--- src/rtl/snake_game_ctrl_if.sv ---
// ---------------------------------------------------------------------------
// snake_game_ctrl_if
// Bundles the control-side signals of the snake game sequencer.
//   master : the sequencer itself (consumes buttons/events, drives control)
//   slave  : the surrounding datapath / stimulus (drives buttons/events)
// Inputs to the sequencer:
//   start, btn_up/down/left/right  synchronous button levels
//   tick                           one-cycle game-tick pulse
//   hit_border, hit_body           head collision this cycle
//   apple_eaten                    one-cycle pulse, head reached apple
// Outputs from the sequencer:
//   state[1:0]  0=IDLE 1=INIT 2=PLAY 3=OVER
//   dir[1:0]    0=up 1=down 2=left 3=right
//   step, grow  one-cycle pulses (grow only together with step)
//   reinit      high while in INIT
//   game_over   high while in OVER
//   score_tens, score_ones  BCD score
// ---------------------------------------------------------------------------
interface snake_game_ctrl_if;
    logic       start;
    logic       btn_up;
    logic       btn_down;
    logic       btn_left;
    logic       btn_right;
    logic       tick;
    logic       hit_border;
    logic       hit_body;
    logic       apple_eaten;
    logic [1:0] state;
    logic [1:0] dir;
    logic       step;
    logic       grow;
    logic       reinit;
    logic       game_over;
    logic [3:0] score_tens;
    logic [3:0] score_ones;

    modport master (
        input  start, btn_up, btn_down, btn_left, btn_right,
        input  tick, hit_border, hit_body, apple_eaten,
        output state, dir, step, grow, reinit, game_over,
        output score_tens, score_ones
    );

    modport slave (
        output start, btn_up, btn_down, btn_left, btn_right,
        output tick, hit_border, hit_body, apple_eaten,
        input  state, dir, step, grow, reinit, game_over,
        input  score_tens, score_ones
    );
endinterface

--- src/rtl/snake_game_ctrl.sv ---
// ---------------------------------------------------------------------------
// snake_game_ctrl
// Game sequencer for the snake VGA design, clocked by the pixel clock.
// Turns start/direction buttons, game ticks and collision/apple events into
// registered control for the snake datapath: state, heading, step/grow
// pulses, reinit, game_over and a saturating BCD score.
// Ports:
//   VGA_clk  pixel clock, rising edge
//   reset    asynchronous, active-high
//   bus      snake_game_ctrl_if.master (see interface file)
// ---------------------------------------------------------------------------
module snake_game_ctrl #(
    parameter int INIT_CYCLES   = 4,
    parameter int INIT_DIV      = 8,
    parameter int MIN_DIV       = 2,
    parameter int SPEEDUP_EVERY = 5
) (
    input  logic                  VGA_clk,
    input  logic                  reset,
    snake_game_ctrl_if.master     bus
);

    localparam logic [3:0] LP_INIT_LAST  = 4'(INIT_CYCLES - 1);
    localparam logic [3:0] LP_INIT_DIV   = 4'(INIT_DIV);
    localparam logic [3:0] LP_MIN_DIV    = 4'(MIN_DIV);
    localparam logic [3:0] LP_APPLE_LAST = 4'(SPEEDUP_EVERY - 1);

    typedef enum logic [1:0] {
        S_IDLE = 2'd0,
        S_INIT = 2'd1,
        S_PLAY = 2'd2,
        S_OVER = 2'd3
    } state_t;

    state_t     r_state, w_state_nxt;
    logic       w_init_entry;

    logic       r_start_q;
    logic       r_armed;
    logic [3:0] r_init_cnt;
    logic [3:0] r_tick_cnt;
    logic [3:0] r_div;        // divider target, lowered by speed-ups
    logic [3:0] r_div_act;    // divider in force, reloaded only on a wrap
    logic [3:0] r_apple_cnt;
    logic [3:0] r_tens, r_ones;
    logic [1:0] r_dir, r_pend;
    logic       r_grow_pend;
    logic       r_step, r_grow;

    logic       w_start_rise;
    logic       w_hit;
    logic       w_play_ok;
    logic       w_apple;
    logic       w_wrap;
    logic       w_req_vld;
    logic [1:0] w_req;
    logic [1:0] w_pend_nxt;
    logic [3:0] w_div_nxt;
    logic [3:0] w_tens_nxt, w_ones_nxt;

    // r_armed masks the first cycle after reset so a start button held
    // through reset release is not taken as a fresh press.
    assign w_start_rise = bus.start & ~r_start_q & r_armed;
    assign w_hit        = bus.hit_border | bus.hit_body;
    // A collision cancels everything else PLAY would do that cycle.
    assign w_play_ok    = (r_state == S_PLAY) & ~w_hit;
    assign w_apple      = w_play_ok & bus.apple_eaten;
    assign w_wrap       = w_play_ok & bus.tick & (r_tick_cnt == r_div_act - 4'd1);

    // ---------------- FSM ----------------
    always_ff @(posedge VGA_clk or posedge reset) begin
        if (reset) r_state <= S_IDLE;
        else       r_state <= w_state_nxt;
    end

    always_comb begin
        w_state_nxt  = r_state;
        w_init_entry = 1'b0;
        case (r_state)
            S_IDLE: if (w_start_rise) w_state_nxt = S_INIT;
            S_INIT: if (r_init_cnt == LP_INIT_LAST) w_state_nxt = S_PLAY;
            S_PLAY: if (w_hit) w_state_nxt = S_OVER;
            S_OVER: if (w_start_rise) w_state_nxt = S_INIT;
            default: w_state_nxt = S_IDLE;
        endcase
        if (w_state_nxt == S_INIT && r_state != S_INIT) w_init_entry = 1'b1;
    end

    // ---------------- heading request ----------------
    // Highest-priority pressed button wins; a reversal of the current
    // heading is dropped outright rather than falling back to a lower one.
    always_comb begin
        w_req_vld = 1'b1;
        w_req     = r_pend;
        if      (bus.btn_up)    w_req = 2'd0;
        else if (bus.btn_down)  w_req = 2'd1;
        else if (bus.btn_left)  w_req = 2'd2;
        else if (bus.btn_right) w_req = 2'd3;
        else                    w_req_vld = 1'b0;
        w_pend_nxt = (w_req_vld && (w_req != (r_dir ^ 2'b01))) ? w_req : r_pend;
    end

    // ---------------- speed-up and score ----------------
    always_comb begin
        w_div_nxt = r_div;
        if (w_apple && (r_apple_cnt == LP_APPLE_LAST) && (r_div > LP_MIN_DIV))
            w_div_nxt = r_div - 4'd1;
    end

    always_comb begin
        w_tens_nxt = r_tens;
        w_ones_nxt = r_ones;
        if (!(r_tens == 4'd9 && r_ones == 4'd9)) begin
            if (r_ones == 4'd9) begin
                w_ones_nxt = 4'd0;
                w_tens_nxt = r_tens + 4'd1;
            end else begin
                w_ones_nxt = r_ones + 4'd1;
            end
        end
    end

    // ---------------- datapath registers ----------------
    always_ff @(posedge VGA_clk or posedge reset) begin
        if (reset) begin
            r_start_q   <= 1'b0;
            r_armed     <= 1'b0;
            r_init_cnt  <= 4'd0;
            r_tick_cnt  <= 4'd0;
            r_div       <= LP_INIT_DIV;
            r_div_act   <= LP_INIT_DIV;
            r_apple_cnt <= 4'd0;
            r_tens      <= 4'd0;
            r_ones      <= 4'd0;
            r_dir       <= 2'd3;
            r_pend      <= 2'd3;
            r_grow_pend <= 1'b0;
            r_step      <= 1'b0;
            r_grow      <= 1'b0;
        end else begin
            r_start_q <= bus.start;
            r_armed   <= 1'b1;
            r_step    <= 1'b0;
            r_grow    <= 1'b0;
            if (w_init_entry) begin
                r_init_cnt  <= 4'd0;
                r_tick_cnt  <= 4'd0;
                r_div       <= LP_INIT_DIV;
                r_div_act   <= LP_INIT_DIV;
                r_apple_cnt <= 4'd0;
                r_tens      <= 4'd0;
                r_ones      <= 4'd0;
                r_dir       <= 2'd3;
                r_pend      <= 2'd3;
                r_grow_pend <= 1'b0;
            end else begin
                if (r_state == S_INIT) r_init_cnt <= r_init_cnt + 4'd1;
                if (w_play_ok) begin
                    r_pend <= w_pend_nxt;
                    r_div  <= w_div_nxt;
                    if (w_apple) begin
                        r_apple_cnt <= (r_apple_cnt == LP_APPLE_LAST) ? 4'd0 : r_apple_cnt + 4'd1;
                        r_tens      <= w_tens_nxt;
                        r_ones      <= w_ones_nxt;
                    end
                    if (w_wrap) begin
                        // An apple in the wrap cycle still rides on this step.
                        r_tick_cnt  <= 4'd0;
                        r_step      <= 1'b1;
                        r_grow      <= r_grow_pend | w_apple;
                        r_grow_pend <= 1'b0;
                        r_dir       <= w_pend_nxt;
                        r_div_act   <= w_div_nxt;
                    end else begin
                        if (bus.tick) r_tick_cnt <= r_tick_cnt + 4'd1;
                        if (w_apple)  r_grow_pend <= 1'b1;
                    end
                end
            end
        end
    end

    assign bus.state      = r_state;
    assign bus.dir        = r_dir;
    assign bus.step       = r_step;
    assign bus.grow       = r_grow;
    assign bus.reinit     = (r_state == S_INIT);
    assign bus.game_over  = (r_state == S_OVER);
    assign bus.score_tens = r_tens;
    assign bus.score_ones = r_ones;

endmodule

--- src/flat_wrapper.sv ---
// flat-port wrapper written by rule: the top's interface ports become plain ports
module snake_game_ctrl_flat 
#(
    parameter int INIT_CYCLES   = 4,
    parameter int INIT_DIV      = 8,
    parameter int MIN_DIV       = 2,
    parameter int SPEEDUP_EVERY = 5
)
  (VGA_clk, reset, bus_start, bus_btn_up, bus_btn_down, bus_btn_left, bus_btn_right, bus_tick, bus_hit_border, bus_hit_body, bus_apple_eaten, bus_state, bus_dir, bus_step, bus_grow, bus_reinit, bus_game_over, bus_score_tens, bus_score_ones);
  snake_game_ctrl_if bus_i ();
  input  logic VGA_clk;
  input  logic reset;
  input wire logic [$bits(bus_i.start)-1:0] bus_start;
  input wire logic [$bits(bus_i.btn_up)-1:0] bus_btn_up;
  input wire logic [$bits(bus_i.btn_down)-1:0] bus_btn_down;
  input wire logic [$bits(bus_i.btn_left)-1:0] bus_btn_left;
  input wire logic [$bits(bus_i.btn_right)-1:0] bus_btn_right;
  input wire logic [$bits(bus_i.tick)-1:0] bus_tick;
  input wire logic [$bits(bus_i.hit_border)-1:0] bus_hit_border;
  input wire logic [$bits(bus_i.hit_body)-1:0] bus_hit_body;
  input wire logic [$bits(bus_i.apple_eaten)-1:0] bus_apple_eaten;
  output wire logic [$bits(bus_i.state)-1:0] bus_state;
  output wire logic [$bits(bus_i.dir)-1:0] bus_dir;
  output wire logic [$bits(bus_i.step)-1:0] bus_step;
  output wire logic [$bits(bus_i.grow)-1:0] bus_grow;
  output wire logic [$bits(bus_i.reinit)-1:0] bus_reinit;
  output wire logic [$bits(bus_i.game_over)-1:0] bus_game_over;
  output wire logic [$bits(bus_i.score_tens)-1:0] bus_score_tens;
  output wire logic [$bits(bus_i.score_ones)-1:0] bus_score_ones;
  assign bus_i.start = bus_start;
  assign bus_i.btn_up = bus_btn_up;
  assign bus_i.btn_down = bus_btn_down;
  assign bus_i.btn_left = bus_btn_left;
  assign bus_i.btn_right = bus_btn_right;
  assign bus_i.tick = bus_tick;
  assign bus_i.hit_border = bus_hit_border;
  assign bus_i.hit_body = bus_hit_body;
  assign bus_i.apple_eaten = bus_apple_eaten;
  assign bus_state = bus_i.state;
  assign bus_dir = bus_i.dir;
  assign bus_step = bus_i.step;
  assign bus_grow = bus_i.grow;
  assign bus_reinit = bus_i.reinit;
  assign bus_game_over = bus_i.game_over;
  assign bus_score_tens = bus_i.score_tens;
  assign bus_score_ones = bus_i.score_ones;
  snake_game_ctrl #(.INIT_CYCLES(INIT_CYCLES), .INIT_DIV(INIT_DIV), .MIN_DIV(MIN_DIV), .SPEEDUP_EVERY(SPEEDUP_EVERY)) u_core (.VGA_clk(VGA_clk), .reset(reset), .bus(bus_i));
endmodule
--- config.mk ---
export PLATFORM = sky130hd
export DESIGN_NAME = snake_game_ctrl_flat
export DESIGN_NICKNAME = d
export VERILOG_FILES = /design/src/rtl/snake_game_ctrl_if.sv /design/src/rtl/snake_game_ctrl.sv /design/src/flat_wrapper.sv
export SDC_FILE = /design/constraint.sdc
export NUM_CORES = 1
export LEC_CHECK = 0
export BUFFER_PORTS_ARGS = -buffer_cell sky130_fd_sc_hd__buf_2
export CAP_MARGIN = 20
export CORE_AREA = 2 2 77 79
export CTS_BUF_LIST = sky130_fd_sc_hd__clkbuf_8 sky130_fd_sc_hd__clkbuf_16
export DETAILED_ROUTE_END_ITERATION = 10
export DIE_AREA = 0 0 79 81
export PLACE_DENSITY = 0.62
export SETUP_SLACK_MARGIN = 0.15
export SLEW_MARGIN = 20
export SYNTH_ARGS = -nofsm -noshare
export SYNTH_HDL_FRONTEND = slang
export SYNTH_SLANG_ARGS = --single-unit
--- constraint.sdc ---
create_clock -name VGA_clk -period 2.9 [get_ports VGA_clk]
set_clock_uncertainty 0.1 [all_clocks]
set_input_delay 0.435 -clock VGA_clk [delete_from_list [all_inputs] [get_ports VGA_clk]]
set_output_delay 0.435 -clock VGA_clk [all_outputs]
set_load 0.01 [all_outputs]
=== Yosys cells after proc, flatten, opt, wreduce, memory -nomap -nowiden ===
Index checks and enable logic that the tools add are counted.

* Muxes and demuxes: 55
* Bitwise gates (word level): 11
* Equality and inequality tests: 12
* Add/subtract/negate cells: 7
* Order comparisons: 1
* Reduce and logical (&&, ||, !) cells: 20

{| class="wikitable"
|+ Operator list
! kind !! number
|-
| $mux W4 || 26
|-
| $mux W2 || 13
|-
| $add A4 B1 Y4 const B || 5
|-
| $mux W1 || 15
|-
| $reduce_bool A2 Y1 || 5
|-
| $eq A4 B4 Y1 const B || 2
|-
| $reduce_and A2 Y1 || 4
|-
| $sub A4 B1 Y4 const B || 2
|-
| $and A1 B1 Y1 || 6
|-
| $pmux W2 S3 || 1
|-
| $reduce_bool A3 Y1 || 2
|-
| $logic_and A1 B1 Y1 || 5
|-
| $eq A2 B1 Y1 const B || 2
|-
| $eq A2 B2 Y1 const B || 2
|-
| $eq A4 B2 Y1 const B || 1
|-
| $eq A4 B3 Y1 const B || 1
|-
| $eq A4 B4 Y1 || 1
|-
| $gt A4 B2 Y1 const B || 1
|-
| $ne A2 B1 Y1 const B || 2
|-
| $reduce_and A4 Y1 || 1
|-
| $not A1 Y1 || 3
|-
| $reduce_and A3 Y1 || 1
|-
| $logic_not A2 Y1 || 1
|-
| $ne A2 B2 Y1 || 1
|-
| 2 further kinds || 3
|}

* Logic and storage cells: 121
* Register bits after elaboration: 39
* Input port bits: 11
* Output and inout port bits: 16

=== Depth between registers and ports, before layout ===
Gate-level depths: netlist (run 1).

* Depth in word-level cells: 10
* Mapped depth: 8
* Depth with buffers taken out: 7

=== Worst setup path after synthesis (run 1) ===
Ideal clock, no wire load.

* Path type: register -> register
* From: register u_core.r_state[0] (netlist: u_core.bus.state[0])
* To: register u_core.r_dir[0] (netlist: u_core.bus.dir[0])
* Buffers on the path: 1
* Period minus slack after synthesis: 1.923 ns
* Required time: 2.711 ns
* Setup slack: 0.977 ns
* Library setup time: 0.089 ns
* Arrival: 1.734 ns
* Stages on the path, launching flop included: 9
* Path through: dfrtp_1 inv_1 ha_1 nand4bb_4 nor3_4 nand3_2 buf_6 nor4b_2 o21ai_1

* Cells in the longest elaborated chain, start to end: 8
* Elaborated cells between the ends (all ways): 20
* Those cells by class: eq/ne (5); mux (6); bitwise (3); reduce/logical (6)

{| class="wikitable"
|+ Ends and longest elaborated chain
! what !! RTL line !! text
|-
| from (decl) || snake_game_ctrl.sv:35 || <nowiki>state_t r_state, w_state_nxt;</nowiki>
|-
| from (signal assigned) || snake_game_ctrl.sv:73 || <nowiki>else r_state <= w_state_nxt;</nowiki>
|-
| $eq A2 B2 Y1 or $logic_not A2 Y1 (tied branches) || snake_game_ctrl.sv:79 || <nowiki>case (r_state)</nowiki>
|-
| $reduce_or A2 Y1 (no line) || n/a ||
|-
| $pmux W2 S3 || snake_game_ctrl.sv:79 ||
|-
| $eq A2 B1 Y1 || snake_game_ctrl.sv:86 || <nowiki>if (w_state_nxt == S_INIT && r_state != S_INIT) w_init_entry = 1'b1;</nowiki>
|-
| $logic_and A1 B1 Y1 || snake_game_ctrl.sv:86 ||
|-
| $mux W1 || snake_game_ctrl.sv:86 ||
|-
| $reduce_bool A2 Y1 (no line) || n/a ||
|-
| $reduce_and A2 Y1 (no line) || n/a ||
|-
| to (signal assigned) || snake_game_ctrl.sv:172 || <nowiki>r_dir <= w_pend_nxt;</nowiki>
|-
| to (decl) || snake_game_ctrl.sv:46 || <nowiki>logic [1:0] r_dir, r_pend;</nowiki>
|}

Several ways; a longest one is shown, not always the timed one.
A chain may end at the register's enable or synchronous reset.

=== Worst setup path in the final report (run 1) ===
* From: register u_core.r_state[0] (netlist: u_core.bus.state[0])
* To: register u_core.r_div_act[1]

* Cells in the longest elaborated chain, start to end: 9
* Elaborated cells between the ends (all ways): 26
* Those cells by class: eq/ne (5); mux (9); bitwise (4); reduce/logical (8)

{| class="wikitable"
|+ Ends and longest elaborated chain
! what !! RTL line !! text
|-
| branches (longest 9 deep; another with $pmux W2 S3) || n/a ||
|-
| to (signal assigned) || snake_game_ctrl.sv:173 || <nowiki>r_div_act <= w_div_nxt;</nowiki>
|-
| to (decl) || snake_game_ctrl.sv:43 || <nowiki>logic [3:0] r_div_act;</nowiki>
|}

Several ways; the timed one is not identified. The select of a mux whose other input is x is not followed.

==> results_dict.tcl, run 1 <==
set metrics [dict create \
    vias 1762 \
    switching_share_pct 35.4 \
    io_buffers 26 \
    std_cell_rows 28 \
    power.density_nw_per_um2 665 \
    yosysTopAreaCell "dfrtp_1" \
    p_sw_mw 0.610 \
    die_x_um 79 \
    p_comb_share_pct 31.3 \
    numClockSinks 39 \
    fin_setup_tns_ns 0 \
    synth_cell_types 52 \
    gp_congestion 0.819 \
    max_freq_mhz 461 \
    ff2ff_setup_slack_ns 0.73 \
    nNetsFinal 291 \
    ys_warn_count 0 \
    gr-total-overflow 0 \
    wl_per_cell_um 13.2 \
    path_clk_slew_ns 0.08 \
    cp_top_family "simple AND/OR/NAND/NOR gates" \
    grt_pass1_wl_mm 8.05 \
    arrival_ns 2.29 \
    synth-main-ff-cell "dfrtp_1" \
    fin_util_pct 45.7 \
    ctsHoldBuffers 0 \
    syn_area_um2 2280 \
    synthTopCellsByArea "dfrtp_1, ha_1, dfstp_2" \
    vias_per_cell 5.17 \
    hp-class "input pin to async pin" \
    firstDrtPassIters 4 \
    synth_edf_count 0 \
    drt-total-wl_mm 4.51 \
    path_buf_inv 1 \
    grt_max_degree 40 \
    worstRegToRegCells 7 \
    avgSynthCellArea_um2 9.66 \
    r2r_start "u_core.bus.state[0]" \
    max_cap_viol_count 0 \
    ant_nets 0 \
    synthArstFlopShare_pct 100 \
    grt.total_usage_pct 16.3 \
    cts-root-buf "clkbuf_8" \
    max_stage_delay_ns 0.43 \
    postCtsSetupBuffers 0 \
    num_antenna_cells 0 \
    fin_crit_ns 2.17 \
    yosys.area_share.adder_pct 8.23 \
    yosys-mux-area-fraction_pct 1.37 \
    clockBufferDepth 2 \
    syn-num-nets 262 \
    synth_top_area_share_pct 36.2 \
    grt_pass1_vias 1758 \
    pin_count 27 \
    vdd_drop_max_mv 0.471 \
    drive_above_1_share_pct 19.5 \
    critical_path_class "flop to flop" \
    synth_top_family_by_area "simple AND/OR/NAND/NOR gates" \
    crit_fanout 11 \
    rsz0062_at_grt "false" \
    area_delta_synth_final_pct 13.8 \
    die_h_um 81 \
    drt_iter0_drc 127 \
    yosysMostFrequentCell "dfrtp_1" \
    endpoint_kind "flop" \
    synth_compound_area_share_pct 14.6 \
    p_seq_share_pct 41.3 \
    cts_buffers 5 \
    ys_ff_latch 39 \
    p_int_mw 1.11 \
    antenna_found_initial 0 \
    yosys.area_share.simple_pct 23.7 \
    cp_slowest_cell "dfrtp_1" \
    finalHoldViolCount 0 \
    ys_seq_area_share_pct 43.1 \
    cts_tree "built" \
    clkPwrFrac_pct 27.4 \
    core_region_area_um2 5680 \
    p_leak_nw 1.23 \
    start_util_pct 40.2 \
    cp_cell_sequence "inv_1 -> ha_1 -> nand4bb_4 -> nor3_4 -> nand3_2 -> a211o_1 -> a21oi_1" \
    synth-xor-area-share_pct 4.99 \
    crit_required_ns 3.02 \
    postCtsResizedCells 0 \
    setup_viol 0 \
    outcome "complete, no violations" \
    clock_latency_ns 0.30 \
    period_share_pct 74.9 \
    worstSetupStartpointType "flop" \
    netlist_top_cells_count "dfrtp_1, nor2_1, nand2_1" \
    drc 0 \
    hpwl_mm 3.23 \
    die_area_um2 6400 \
    slew_violations 0 \
    r2r-end "u_core.r_div_act[1]" \
    htreeDepth 2 \
    netlist_instances 236 \
]
## power groups by stage
stage	Combinational [mW]	Sequential, mW	Clock [mW]
2_1_floorplan	0.394	0.713	0
3_3_place_gp	0.540	0.719	0
3_5_place_dp	0.547	0.721	0
4_1_cts	0.551	0.712	0.488
5_1_grt	0.616	0.728	0.519
6_report	0.540	0.712	0.473
## area by class of cell
class	count	area, um^2
fillers	587	3080
multi-input cells	179	1210
repair buffers	28	145
well taps	75	93.8
flip-flops and latches	39	983
clock buffers	6	82.6
inverters	12	45.0
clock inverters	2	35.0
## stage by stage
stage | hold WS [ns] | power [mW] | cell area, um^2 | instances | worst slack [ns]
3_5_place_dp | 0.393 | 1.27 | 2480 | 333 | 0.755
3_3_place_gp | 0.383 | 1.26 | 2480 | 333 | 0.818
2_1_floorplan | 0.358 | 1.11 | 2280 | 236 | 0.977
4_1_cts | 0.150 | 1.75 | 2590 | 341 | 0.712
5_1_grt | 0.153 | 1.86 | 2590 | 341 | 0.519
6_report | 0.140 | 1.72 | 2590 | 341 | 0.729
## worst max-delay path by stage
stage,slack [ns],depth (start not counted),endpoint,from
6_report,0.73,7,u_core.r_div_act[1],u_core.bus.state[0]
4_1_cts,0.71,7,u_core.bus.dir[1],u_core.bus.state[0]
3_3_place_gp,0.82,7,u_core.bus.dir[1],u_core.bus.state[0]
2_1_floorplan,0.98,8,u_core.bus.dir[0],u_core.bus.state[0]
5_1_grt,0.52,7,u_core.bus.dir[1],u_core.bus.state[0]
3_5_place_dp,0.75,7,u_core.r_div_act[1],u_core.bus.state[0]
## cells in the final DEF (no fill, tap or decap), types with 4 or more instances in the layout
cell type and instances:
dfrtp_1 33, buf_2 26, nor2_1 25, nand2_1 21, a21oi_1 18, ha_1 15, o21ai_0 13, inv_1 12
nand3_1 8, nor3_1 7, xor2_1 7, xnor2_1 6, clkbuf_8 6, dfstp_2 6, nor2b_1 4, nand3b_1 4
## state kept, by name, indices dropped and copies added (netlist names)
signal	count
u_core.bus.score_ones	4
u_core.bus.score_tens	4
u_core.r_apple_cnt	4
u_core.r_div	4
u_core.r_div_act	4
u_core.r_init_cnt	4
u_core.r_tick_cnt	4
u_core.bus.dir	2
u_core.bus.state	2
u_core.r_pend	2
u_core.bus.grow	1
u_core.bus.step	1
u_core.r_armed	1
u_core.r_grow_pend	1
u_core.r_start_q	1
## layer usage
metal  track usage (%)  vias up  routed length [um]  part of all wire [%]
li1                  -      882                   -                     -
met5                 0        -                   0                     0
met4              4.66        0                  61                   1.4
met3              4.89        6                 170                   3.8
met1              20.0      850                2100                    47
met2              28.1       24                2180                    48
## worst register-to-register path, stage by stage, from the launching register on
cell and delay [ns]:
dfrtp_1 0.43, inv_1 0.12, ha_1 0.28, nand4bb_4 0.17
nor3_4 0.25, nand3_2 0.27, a211o_1 0.34, a21oi_1 0.13
## logic make-up after synthesis
family,Yosys count
adder cells (fa/ha/maj),15
flip-flops,39
AO/OA/AOI/OAI,53
buffers and inverters,18
multiplexers,3
XOR/XNOR,13
AND/OR/NAND/NOR,94
other,1
Note: power is estimated with default switching activity, not from simulation.
==> run 2, diff against run 1 <==
Settings changed: PLACE_DENSITY 0.62 to 0.64.
Clock period 2.9 ns to 1.99 ns, I/O delays scaled along.
==> run 2 against run 1 <==
Compared with the run above:
- fmax increased by 21%
- die area is the same
- cell area rose by 9.4%
- critical endpoint is now u_core.r_init_cnt[0]
==> results_dict.tcl, run 2 (synthesis gave the netlist of run 1 again) <==
set metrics [dict create \
    outcome "complete, no violations" \
    max_freq_mhz 556 \
    gp_congestion 0.826 \
    cp_cell_sequence "ha_4 -> nand4b_1 -> nand3_2 -> buf_6 -> o21a_1 -> nor2_2 -> mux2_2" \
    cts_buffers 5 \
    rsz0062_at_grt "true" \
    die_x_um 79 \
    clockBufferDepth 2 \
    final_cell_mix "dfrtp_1, buf_2, nor2_1" \
    power.density_nw_per_um2 945 \
    grt_pass1_vias 1735 \
    p_leak_nw 1.32 \
    layout_commonest_cell "dfrtp_1" \
    std_cell_rows 28 \
    htreeDepth 2 \
    cp_slowest_cell "dfrtp_2" \
    vias 1846 \
    r2r-end "u_core.r_init_cnt[0]" \
    ff2ff_setup_slack_ns 0.19 \
    p_sw_mw 0.970 \
    gr-total-overflow 0 \
    p_int_mw 1.71 \
    slew_violations 0 \
    wl_per_cell_um 13.0 \
    fin_crit_ns 1.80 \
    switching_share_pct 36.2 \
    die_h_um 81 \
    hpwl_mm 3.32 \
    drt_iter0_drc 75 \
    setup_viol 0 \
    worstSetupStartpointType "flop" \
    drc 0 \
    max_stage_delay_ns 0.45 \
    grt_pass1_wl_mm 7.71 \
    r2r_start "u_core.bus.state[1]" \
    crit_fanout 5 \
    arrival_ns 1.88 \
    cts-root-buf "clkbuf_8" \
    io_buffers 26 \
    hp-class "input pin to async pin" \
    clkPwrFrac_pct 20.4 \
    core_region_area_um2 5680 \
    area_delta_synth_final_pct 24.5 \
    p_total_mw 2.68 \
    p_comb_share_pct 40.8 \
    ant_nets 0 \
    pin_count 27 \
    cts_tree "built" \
    firstDrtPassIters 4 \
    period_share_pct 90.4 \
    clock_latency_ns 0.30 \
    vdd_drop_max_mv 0.803 \
    critical_path_class "flop to flop" \
    max_cap_viol_count 0 \
    start_util_pct 40.2 \
    crit_required_ns 2.07 \
    path_clk_slew_ns 0.08 \
    p_seq_share_pct 38.7 \
    numClockSinks 39 \
    drt-total-wl_mm 4.66 \
    cp-endpoint "u_core.r_init_cnt[0]" \
    dp.cells 345 \
    nNetsFinal 309 \
    vias_per_cell 5.14 \
    finalHoldViolCount 0 \
    drive_above_1_share_pct 32.0 \
    endpoint_kind "flop" \
    worstRegToRegCells 7 \
    final_cell_count_no_fill 359 \
    grt_max_degree 40 \
    fin_setup_tns_ns 0 \
    fin_util_pct 50.0 \
    crit_path_start "u_core.bus.state[1]" \
    die_area_um2 6400 \
    num_antenna_cells 0 \
    antenna_found_initial 0 \
    grt.total_usage_pct 15.4 \
]
==> run 2: cell count changes in the layout (fill, tap and decap cells not counted), sizes merged <==
cell,previous run,this run
buf,28,46
bufinv,1,0
inv,12,13
==> run 2: worst min-delay path by stage <==
stage	start	endpoint	slack, ns	cells after the start
2_1_floorplan	bus_start	u_core.r_start_q	0.23	0
3_3_place_gp	bus_start	u_core.r_start_q	0.34	1
3_5_place_dp	bus_start	u_core.r_start_q	0.34	1
4_1_cts	reset	u_core.bus.score_tens[1]	0.02	3
5_1_grt	bus_start	u_core.r_start_q	0.03	1
6_report	reset	u_core.bus.score_tens[1]	0.006	3
==> run 2: critical path, delay by kind of cell (launching register included) <==
kind	cells	cell delay [ns]
adders and majority gates	1	0.30
and+or+nand+nor	3	0.35
DFF	1	0.45
AOI/OAI and AO/OA	1	0.12
muxes	1	0.25
buffers and inverters	1	0.11
==> run 2: timing repair <==
action	in CTS	in global routing
pin swaps	2	12
buffers inserted	2	4
setup endpoints to repair	16	28
hold buffers	0	0
hold endpoints to repair	0	0
gates resized for setup	5	22
==> run 2: metrics by stage <==
| step | instance area [um^2] | hold WS, ns | setup slack, ns |
|---|---|---|---|
| finish | 2840 | 0.00623 | 0.192 |
| global route | 2840 | 0.0310 | 0.0859 |
| CTS | 2710 | 0.0231 | 0.168 |
| detailed placement | 2570 | 0.344 | 0.0381 |
| global placement | 2570 | 0.339 | 0.0859 |
| floorplan | 2290 | 0.230 | 0.0966 |
==> run 2: layout make-up <==
type	instances	area, um^2
inverters	12	45.0
flip-flops and latches	39	986
multi-input cells	179	1330
fillers	545	2840
clock inverters	2	8.76
well taps	75	93.8
repair buffers	46	292
clock buffers	6	82.6
==> run 2: metal layers <==
| layer | vias up | GRT usage, % | part of all wire, % |
|---|---|---|---|
| li1 | 923 | - | - |
| met1 | 887 | 19.7 | 47 |
| met2 | 29 | 25.2 | 48 |
| met3 | 7 | 2.89 | 3.1 |
| met4 | 0 | 7.76 | 1.9 |
| met5 | - | 0 | 0 |
==> run 2: power groups by stage <==
stage / sequential [mW] / combinational (mW) / clock, mW
2_1_floorplan: 1.04 / 0.590 / 0
3_3_place_gp: 1.04 / 0.931 / 0
3_5_place_dp: 1.04 / 0.935 / 0
4_1_cts: 1.03 / 0.968 / 0.562
5_1_grt: 1.06 / 1.21 / 0.596
6_report: 1.04 / 1.10 / 0.548
==> run 3, diff against run 2 <==
Settings changed: PLACE_DENSITY 0.64 to 0.62.
Clock period 1.99 ns to 1.69 ns, I/O delays scaled along.
==> run 3 against run 2 <==
Compared with the run above:
- the run now ends with negative setup slack left
- sequential power increased by 14%
- via count up 11%
- die area unchanged
- hold slack improved by 0.27 ns
- combinational power increased by 120%
- worst setup slack got worse by 0.29 ns
- sequential share of layout area down 7.3 points
- global-route usage up 2.9 points
- fmax grew 0.74%
- cell area grew 26%
- wire length is 21% higher
- register-to-register slack worse by 0.29 ns
- largest cell class unchanged
- highest routed layer unchanged
==> results_dict.tcl, run 3 (synthesis gave the netlist of run 1 again) <==
set metrics [dict create \
    outcome "complete, but fails checks" \
    violations "negative setup slack" \
    slew_violations 0 \
    endpoint_kind "flop" \
    hpwl_mm 3.58 \
    hold_path_depth 4 \
    drc 0 \
    p_leak_nw 1.62 \
    cts_tree "built" \
    die_area_um2 6400 \
    vdd_drop_max_mv 1.07 \
    io_buffers 26 \
    crit_required_ns 1.77 \
    drt-total-wl_mm 5.63 \
    relSlewSlack_pct 66.2 \
    dp_slack_ns -0.121 \
    crit_fanout 6 \
    setup_ws_ns -0.0949 \
    drive_above_1_share_pct 55.1 \
    rsz0062_at_grt "true" \
    max_freq_mhz 560 \
    htreeDepth 2 \
    antenna_found_initial 0 \
    wl_per_cell_um 13.8 \
    fin_util_pct 63.2 \
    fin_crit_ns 1.78 \
    met3_length_um 143 \
    setup_viol 28 \
    std_cell_rows 28 \
    clockBufferDepth 2 \
    power.density_nw_per_um2 1180 \
    vias 2056 \
    cts_buffers 5 \
    top_layer_used "met4" \
    period_share_pct 106 \
    numClockSinks 39 \
    hp-class "input pin to flop" \
    cts-root-buf "clkbuf_8" \
    grt.total_usage_pct 18.3 \
    firstDrtPassIters 4 \
    path_clk_slew_ns 0.08 \
    clock_latency_ns 0.29 \
    max_cap_viol_count 0 \
    grt_max_degree 40 \
    die_h_um 81 \
    critical_path_class "flop to flop" \
    gr-total-overflow 0 \
    route.met2.wl_mm 2.85 \
    pin_count 27 \
    drt-met1-wl_mm 2.51 \
    worstSetupStartpointType "flop" \
    worstRegToRegCells 8 \
    grt_pass1_wl_mm 9.20 \
    drt_iter0_drc 80 \
    finalHoldViolCount 0 \
    core_region_area_um2 5680 \
    num_antenna_cells 0 \
    nNetsFinal 359 \
    arrival_ns 1.87 \
    area_delta_synth_final_pct 57.5 \
    start_util_pct 40.2 \
    layout_commonest_cell "buf_4" \
    die_x_um 79 \
    ant_nets 0 \
    vias_per_cell 5.03 \
    final_cell_mix "buf_4, dfrtp_1, buf_2" \
    worstMarginPinSlew_ns 0.507 \
    grt_pass1_vias 2035 \
    gp_congestion 0.815 \
]
==> run 3: area by class of cell <==
type | instances | area, um^2
fill | 466 | 2090
multi-input combinational | 180 | 1610
sequential | 39 | 986
timing repair buffer | 95 | 768
tap | 75 | 93.8
clock buffer | 5 | 68.8
inverter | 12 | 47.5
clock inverter | 3 | 15.0
==> run 3: what timing repair did <==
item,in CTS,in global routing
pin swaps,19,14
setup endpoints to repair,37,39
hold buffers,2,0
resized for setup,51,32
endpoints found under the hold margin,34,0
setup buffers,17,7
cloned,1,1
==> run 3: where the power goes <==
group / switching [mW] / internal [mW] / leakage (nW)
Sequential: 0.107 / 1.08 / 0.510
Combinational: 1.14 / 1.30 / 1.06
Clock: 0.329 / 0.283 / 0.0477
==> run 3: final timing paths <==
kind                                startpoint                    end  slack, ns
max in group asynchronous                reset    u_core.bus.state[1]       0.58
max reg2reg                u_core.bus.state[0]    u_core.r_div_act[0]      -0.09
min in group asynchronous                reset   u_core.r_init_cnt[2]       0.52
min reg2reg                u_core.r_div_act[3]    u_core.r_div_act[3]       0.41
max                        u_core.bus.state[0]    u_core.r_div_act[0]      -0.09
min                            bus_apple_eaten  u_core.r_apple_cnt[1]       0.28
==> run 3: through the flow <==
step | TNS, ns | area (um^2) | power (mW) | cells | hold WS (ns)
2_1_floorplan | -0.261 | 2430 | 2.17 | 236 | 0.185
3_3_place_gp | -0.994 | 2930 | 2.74 | 373 | 0.295
3_5_place_dp | -1.36 | 2930 | 2.75 | 373 | 0.293
4_1_cts | -0.804 | 3390 | 3.94 | 401 | 0.212
5_1_grt | -3.52 | 3590 | 4.53 | 409 | 0.281
6_report | -1.01 | 3590 | 4.24 | 409 | 0.275
==> run 3: worst max-delay path, stage by stage (launching register included) <==
cell and delay, ns:
dfrtp_2 0.41, inv_2 0.07, ha_4 0.16, nand4bb_4 0.15, nor3_4 0.24, nand3_4 0.14, buf_4 0.16, mux2i_1 0.10
and2_1 0.14
==> run 3: layer usage <==
layer | GRT usage (%) | up-vias
li1 | - | 1022
met1 | 22.3 | 990
met2 | 32.9 | 35
met3 | 3.22 | 9
met4 | 6.21 | 0
met5 | 0 | -
